==> src/rtl/mem_port_arbiter_if.sv <==
`default_nettype none
// ============================================================================
// Module  : mem_port_arbiter_if
// Purpose : Bundles the two cache request ports, their grant/completion
//           responses and the single-port data memory connection of the
//           mem_port_arbiter.
// Ports   : req0/req1, we0/we1, addr0/addr1, wdata0/wdata1  - requester side
//           gnt0/gnt1, done0/done1, rdata0/rdata1, busy        - responses
//           mem_address, mem_wdata, mem_load_control,
//           mem_store_control                                  - to memory
//           mem_rdata                                          - from memory
// Modports: slave  - the arbiter
//           master - the environment (caches plus data memory)
// Revision: 1.0  initial release
// ============================================================================
interface mem_port_arbiter_if #(
  parameter int ADDR_W = 6,
  parameter int DATA_W = 32
);
  logic              req0;
  logic              req1;
  logic              we0;
  logic              we1;
  logic [ADDR_W-1:0] addr0;
  logic [ADDR_W-1:0] addr1;
  logic [DATA_W-1:0] wdata0;
  logic [DATA_W-1:0] wdata1;
  logic              gnt0;
  logic              gnt1;
  logic              done0;
  logic              done1;
  logic [DATA_W-1:0] rdata0;
  logic [DATA_W-1:0] rdata1;
  logic              busy;
  logic [ADDR_W-1:0] mem_address;
  logic [DATA_W-1:0] mem_wdata;
  logic              mem_load_control;
  logic              mem_store_control;
  logic [DATA_W-1:0] mem_rdata;

  modport slave (
    input  req0, req1, we0, we1, addr0, addr1, wdata0, wdata1, mem_rdata,
    output gnt0, gnt1, done0, done1, rdata0, rdata1, busy,
           mem_address, mem_wdata, mem_load_control, mem_store_control
  );

  modport master (
    output req0, req1, we0, we1, addr0, addr1, wdata0, wdata1, mem_rdata,
    input  gnt0, gnt1, done0, done1, rdata0, rdata1, busy,
           mem_address, mem_wdata, mem_load_control, mem_store_control
  );
endinterface
`default_nettype wire

==> src/rtl/mem_port_arbiter.sv <==
`default_nettype none
// ============================================================================
// Module  : mem_port_arbiter
// Purpose : Shares one single-port data memory between two cache ports.
//           Each transaction is IDLE -> ACCESS -> RESP: the winning request
//           is latched in IDLE, the memory enable is driven for exactly one
//           cycle in ACCESS, and done plus the registered load data are
//           presented in RESP. Ties go to the port not served most recently.
// Ports   : clk     - single clock, rising edge
//           n_reset - synchronous active-low reset
//           bus     - mem_port_arbiter_if.slave (requests, responses, memory)
// Revision: 1.0  initial release
// ============================================================================
module mem_port_arbiter #(
  parameter int ADDR_W = 6,
  parameter int DATA_W = 32
) (
  input  logic                clk,
  input  logic                n_reset,
  mem_port_arbiter_if.slave   bus
);

  typedef enum logic [1:0] {
    IDLE   = 2'd0,
    ACCESS = 2'd1,
    RESP   = 2'd2
  } state_t;

  state_t            state;
  state_t            state_next;
  logic              owner;
  logic              last_served;
  logic              lat_we;
  logic [ADDR_W-1:0] lat_addr;
  logic [DATA_W-1:0] lat_wdata;
  logic [DATA_W-1:0] rdata0_q;
  logic [DATA_W-1:0] rdata1_q;
  logic              winner;
  logic              start;

  // Next state, arbitration and all decoded outputs.
  always_comb begin
    state_next            = state;
    // Single requester wins outright; on a tie the port not served last wins.
    winner                = (bus.req0 && bus.req1) ? ~last_served : bus.req1;
    start                 = 1'b0;
    bus.gnt0              = 1'b0;
    bus.gnt1              = 1'b0;
    bus.done0             = 1'b0;
    bus.done1             = 1'b0;
    bus.busy              = 1'b0;
    bus.mem_address       = '0;
    bus.mem_wdata         = '0;
    bus.mem_load_control  = 1'b0;
    bus.mem_store_control = 1'b0;

    case (state)
      IDLE: begin
        if (bus.req0 || bus.req1) begin
          start      = 1'b1;
          state_next = ACCESS;
        end
      end
      ACCESS: begin
        state_next            = RESP;
        bus.busy              = 1'b1;
        bus.gnt0              = ~owner;
        bus.gnt1              = owner;
        bus.mem_address       = lat_addr;
        bus.mem_wdata         = lat_wdata;
        bus.mem_store_control = lat_we;
        bus.mem_load_control  = ~lat_we;
      end
      RESP: begin
        state_next = IDLE;
        bus.busy   = 1'b1;
        bus.gnt0   = ~owner;
        bus.gnt1   = owner;
        bus.done0  = ~owner;
        bus.done1  = owner;
      end
      default: begin
        state_next = IDLE;
      end
    endcase
  end

  always_ff @(posedge clk) begin
    if (!n_reset) begin
      state       <= IDLE;
      last_served <= 1'b1;   // port 0 wins the first tie after reset
      owner       <= 1'b0;
      lat_we      <= 1'b0;
      lat_addr    <= '0;
      lat_wdata   <= '0;
      rdata0_q    <= '0;
      rdata1_q    <= '0;
    end else begin
      state <= state_next;
      if (start) begin
        owner       <= winner;
        last_served <= winner;
        lat_we      <= winner ? bus.we1    : bus.we0;
        lat_addr    <= winner ? bus.addr1  : bus.addr0;
        lat_wdata   <= winner ? bus.wdata1 : bus.wdata0;
      end
      // Load data is captured on the edge leaving ACCESS, into the owner only.
      if (state == ACCESS && !lat_we) begin
        if (owner) begin
          rdata1_q <= bus.mem_rdata;
        end else begin
          rdata0_q <= bus.mem_rdata;
        end
      end
    end
  end

  assign bus.rdata0 = rdata0_q;
  assign bus.rdata1 = rdata1_q;

endmodule
`default_nettype wire

==> src/flat_wrapper.sv <==
// flat-port wrapper written by rule: the top's interface ports become plain ports
module mem_port_arbiter_flat 
#(
  parameter int ADDR_W = 6,
  parameter int DATA_W = 32
)
  (clk, n_reset, bus_req0, bus_req1, bus_we0, bus_we1, bus_addr0, bus_addr1, bus_wdata0, bus_wdata1, bus_mem_rdata, bus_gnt0, bus_gnt1, bus_done0, bus_done1, bus_rdata0, bus_rdata1, bus_busy, bus_mem_address, bus_mem_wdata, bus_mem_load_control, bus_mem_store_control);
  mem_port_arbiter_if #(.ADDR_W(ADDR_W), .DATA_W(DATA_W)) bus_i ();
  input  logic clk;
  input  logic n_reset;
  input wire logic [$bits(bus_i.req0)-1:0] bus_req0;
  input wire logic [$bits(bus_i.req1)-1:0] bus_req1;
  input wire logic [$bits(bus_i.we0)-1:0] bus_we0;
  input wire logic [$bits(bus_i.we1)-1:0] bus_we1;
  input wire logic [$bits(bus_i.addr0)-1:0] bus_addr0;
  input wire logic [$bits(bus_i.addr1)-1:0] bus_addr1;
  input wire logic [$bits(bus_i.wdata0)-1:0] bus_wdata0;
  input wire logic [$bits(bus_i.wdata1)-1:0] bus_wdata1;
  input wire logic [$bits(bus_i.mem_rdata)-1:0] bus_mem_rdata;
  output wire logic [$bits(bus_i.gnt0)-1:0] bus_gnt0;
  output wire logic [$bits(bus_i.gnt1)-1:0] bus_gnt1;
  output wire logic [$bits(bus_i.done0)-1:0] bus_done0;
  output wire logic [$bits(bus_i.done1)-1:0] bus_done1;
  output wire logic [$bits(bus_i.rdata0)-1:0] bus_rdata0;
  output wire logic [$bits(bus_i.rdata1)-1:0] bus_rdata1;
  output wire logic [$bits(bus_i.busy)-1:0] bus_busy;
  output wire logic [$bits(bus_i.mem_address)-1:0] bus_mem_address;
  output wire logic [$bits(bus_i.mem_wdata)-1:0] bus_mem_wdata;
  output wire logic [$bits(bus_i.mem_load_control)-1:0] bus_mem_load_control;
  output wire logic [$bits(bus_i.mem_store_control)-1:0] bus_mem_store_control;
  assign bus_i.req0 = bus_req0;
  assign bus_i.req1 = bus_req1;
  assign bus_i.we0 = bus_we0;
  assign bus_i.we1 = bus_we1;
  assign bus_i.addr0 = bus_addr0;
  assign bus_i.addr1 = bus_addr1;
  assign bus_i.wdata0 = bus_wdata0;
  assign bus_i.wdata1 = bus_wdata1;
  assign bus_i.mem_rdata = bus_mem_rdata;
  assign bus_gnt0 = bus_i.gnt0;
  assign bus_gnt1 = bus_i.gnt1;
  assign bus_done0 = bus_i.done0;
  assign bus_done1 = bus_i.done1;
  assign bus_rdata0 = bus_i.rdata0;
  assign bus_rdata1 = bus_i.rdata1;
  assign bus_busy = bus_i.busy;
  assign bus_mem_address = bus_i.mem_address;
  assign bus_mem_wdata = bus_i.mem_wdata;
  assign bus_mem_load_control = bus_i.mem_load_control;
  assign bus_mem_store_control = bus_i.mem_store_control;
  mem_port_arbiter #(.ADDR_W(ADDR_W), .DATA_W(DATA_W)) u_core (.clk(clk), .n_reset(n_reset), .bus(bus_i));
endmodule
==> config.mk <==
export PLATFORM = sky130hd
export DESIGN_NAME = mem_port_arbiter_flat
export DESIGN_NICKNAME = d
export VERILOG_FILES = /design/src/rtl/mem_port_arbiter_if.sv /design/src/rtl/mem_port_arbiter.sv /design/src/flat_wrapper.sv
export SDC_FILE = /design/constraint.sdc
export NUM_CORES = 1
export LEC_CHECK = 0
export ABC_CLOCK_PERIOD_IN_PS = 1950
export CAP_MARGIN = 10
export CORE_MARGIN = 2
export CORE_UTILIZATION = 41
export DETAILED_ROUTE_END_ITERATION = 8
export HOLD_SLACK_MARGIN = 0.03
export PLACE_DENSITY = 0.81
export SLEW_MARGIN = 20
export SYNTH_ARGS = -nofsm -noshare
export SYNTH_HDL_FRONTEND = slang
export SYNTH_SLANG_ARGS = --single-unit
==> constraint.sdc <==
create_clock -name clk -period 1.95 [get_ports clk]
set_input_delay 0.39 -clock clk [delete_from_list [all_inputs] [get_ports clk]]
set_output_delay 0.39 -clock clk [all_outputs]
set_load 0.005 [all_outputs]
==> reports/qor.yml <==
drt:
  postRouteAntennaNets: 0
  routedWlPerCell_um: 15.7
  remaining_drc_errors: 0
  vias_per_cell: 5.15
  routed_wl_mm: 14.5
  drtIter0Drc: 261
  drt_first_pass_iters: 5
  vias: 4762
placement:
  place_area_mm2: 0.00693
  portBuffers: 222
  dp_hpwl_mm: 9.93
  place_ws_ps: 21.7
  gp_congestion: 0.834
floorplan:
  dieHeight_um: 109
  die-area_mm2: 0.0119
  die_x_um: 109
  pin_count: 223
  coreArea_mm2: 0.0108
  start_util: 0.419
  rows: 38
sta:
  worst_slack_ps: 74.2
  fin_skew_ps: 11.6
  min_period_over_period: 0.962
  rsz0062_at_grt: "no"
  fmax_ghz: 0.533
  slew_violations: 0
  final-hold-violation-count: 0
  finalSetupViolations: 0
  worst_slew_pin_slew_ps: 779
  max_slew_margin: 0.481
  period_minus_slack_ps: 1880
worst_setup_path:
  crit_path_end_kind: "output pin"
  rr_startpoint: "u_core.state[1]"
  startpoint: "u_core.state[1]"
  crit_required_ps: 1560
  cp-start-kind: "register"
  critical_path_class: "reg2out"
  cp_max_fo: 9
  crit_arrival_ps: 1490
clock_network:
  cts_tree: "yes"
  cts.path.max_buffers: 2
  numClockSinks: 107
  clk_latency_ps: 370
  htree_levels: 3
  cts_buffers: 9
  root_buffer: "clkbuf_8"
  clkSlewWorstSetupHoldPaths_ps: 100
logic_synthesis:
  synthSimpleGateAreaFrac: 0.214
  synthCells: 567
  ys_seq_area_frac: 0.474
  avgSynthCellArea_um2: 7.97
  synthAdderAreaFrac: 0.0111
  ys_warn_count: 0
  synth_compound_area_frac: 0.249
  synth_top_family_by_area: "compound AO/OA/AOI/OAI gates"
  synthesis.nets: 685
  ys_async_sr_fraction: 0
  synth_ff_type: "dfxtp_1"
  synth.distinct_cells: 27
  synth_xor_area_frac: 0
  synth-edff-count: 0
  syn_area_mm2: 0.00452
  synth.area.mux_share: 0.00221
  ys_seq_elements: 107
global_routing:
  grtUsageTotal: 0.240
  grt_pass1_vias: 4625
  grt_max_degree: 108
  grt_pass1_wl_mm: 22.2
  overflow: 0
  antenna_found_initial: 0
cells_and_area:
  finish.instance_area_mm2: 0.00709
  drive_gt1_frac: 0.122
  synthToLayoutAreaGrowth_pct: 56.9
  nets: 898
  diodes: 0
power_and_ir_drop:
  pwr_density_cell_mw_per_mm2: 726
  power.leakage_nw: 2.80
  clkPwrFrac: 0.279
  seqPwrFrac: 0.479
  vdd_drop_max_mv: 0.383
  p_sw_mw: 1.43
  p_comb_frac: 0.243
  sw_frac_of_total: 0.277
  p_int_mw: 3.72
hold_path:
  hold_path_class: "reg2reg"
  min_from: "u_core.bus.rdata0[12]"
outcome:
  status: "complete, no violations"
flow_run:
  cap_violations: 0
==> Yosys cell counts, drive strengths merged (2+ instances only) <==
library cell    n  area (µm²)
o21ai          41         205
buf            20         126
ha              4        50.1
nor2b           5        31.3
nor3b           2        20.0
clkbuf         25        95.1
nand2         167         627
inv             2        7.51
a21oi          79         395
dfxtp         107        2140
a21boi         65         488
and2           41         257
==> per-layer routing <==
metal / routed length (µm) / GRT usage
met1: 5550 / 0.270
met2: 7120 / 0.414
met3: 1420 / 0.0669
met4: 461 / 0.118
met5: 0 / 0
==> power by group through the flow <==
stage	Combinational [mW]	Clock, mW	Sequential (mW)
detailed placement	1.21	0	2.51
floorplan	0.538	0	2.48
CTS	1.28	1.46	2.46
finish	1.25	1.43	2.47
global route	1.36	1.56	2.49
global placement	1.18	0	2.50
==> cells by family after synthesis <==
logic type	count (synthesis)
multiplexers	1
flip-flops	107
AO/OA/AOI/OAI	189
AND/OR/NAND/NOR	219
buffers and inverters	47
adder cells (fa/ha/maj)	4
==> worst max-delay path, cell delays in order, from the launching register on <==
cell and delay, ps:
dfxtp_4 370, inv_4 40, ha_4 160, buf_4 140
buf_16 140, and2_1 160, buf_2 120
==> registers in the layout (all words and copies together), names as in the netlist <==
register	count
u_core.bus.rdata0	32
u_core.bus.rdata1	32
u_core.last_served	1
u_core.lat_addr	6
u_core.lat_wdata	32
u_core.lat_we	1
u_core.owner	1
u_core.state	2
==> path summary, 6_finish.rpt <==
check / endpoint / cells past startpoint / slack, ps
worst max register to register: u_core.bus.rdata0[0] / 8 / 260
worst min register to register: u_core.bus.rdata0[12] / 2 / 460
worst max-delay path: bus_mem_wdata[4] / 6 / 70
worst min-delay path: u_core.bus.rdata0[12] / 2 / 460
==> repair_timing <==
item                       CTS  global route
hold buffers                 0             0
setup buffers                7             0
setup endpoints to repair   45            27
pin swaps                    1             1
gates cloned                 3             0
gates resized for setup    133            33
==> metrics by stage <==
stage / hold slack [ps] / setup TNS (ps) / instances / util / power [mW]
floorplan: 451 / 0 / 567 / - / 3.02
global placement: 439 / 0 / 900 / 0.642 / 3.69
detailed placement: 445 / 0 / 900 / 0.642 / 3.72
CTS: 459 / -1200 / 926 / 0.671 / 5.20
global route: 474 / 0 / 925 / 0.657 / 5.41
finish: 456 / 0 / 925 / 0.657 / 5.15
==> layout make-up <==
cell class | instances | area, µm²
fill | 933 | 3700
timing repair buffer | 247 | 2340
multi-input combinational | 413 | 2210
sequential | 107 | 2150
tap | 140 | 175
clock buffer | 12 | 155
clock inverter | 4 | 56.3
inverter | 2 | 10.0
==> cell usage in the layout, fill, tap and decap left out, drive strengths merged, types with 2 or more instances in the layout <==
| master | instances |
|---|---|
| and2 | 41 |
| inv | 4 |
| a21oi | 79 |
| dfxtp | 107 |
| nand2 | 167 |
| clkdlybuf4s50 | 176 |
| dlygate4sd2 | 3 |
| clkbuf | 36 |
| o21ai | 41 |
| ha | 4 |
| nor3b | 2 |
| a21boi | 65 |
| buf | 44 |
| nor2b | 5 |
(Power assumes the default switching activity.)
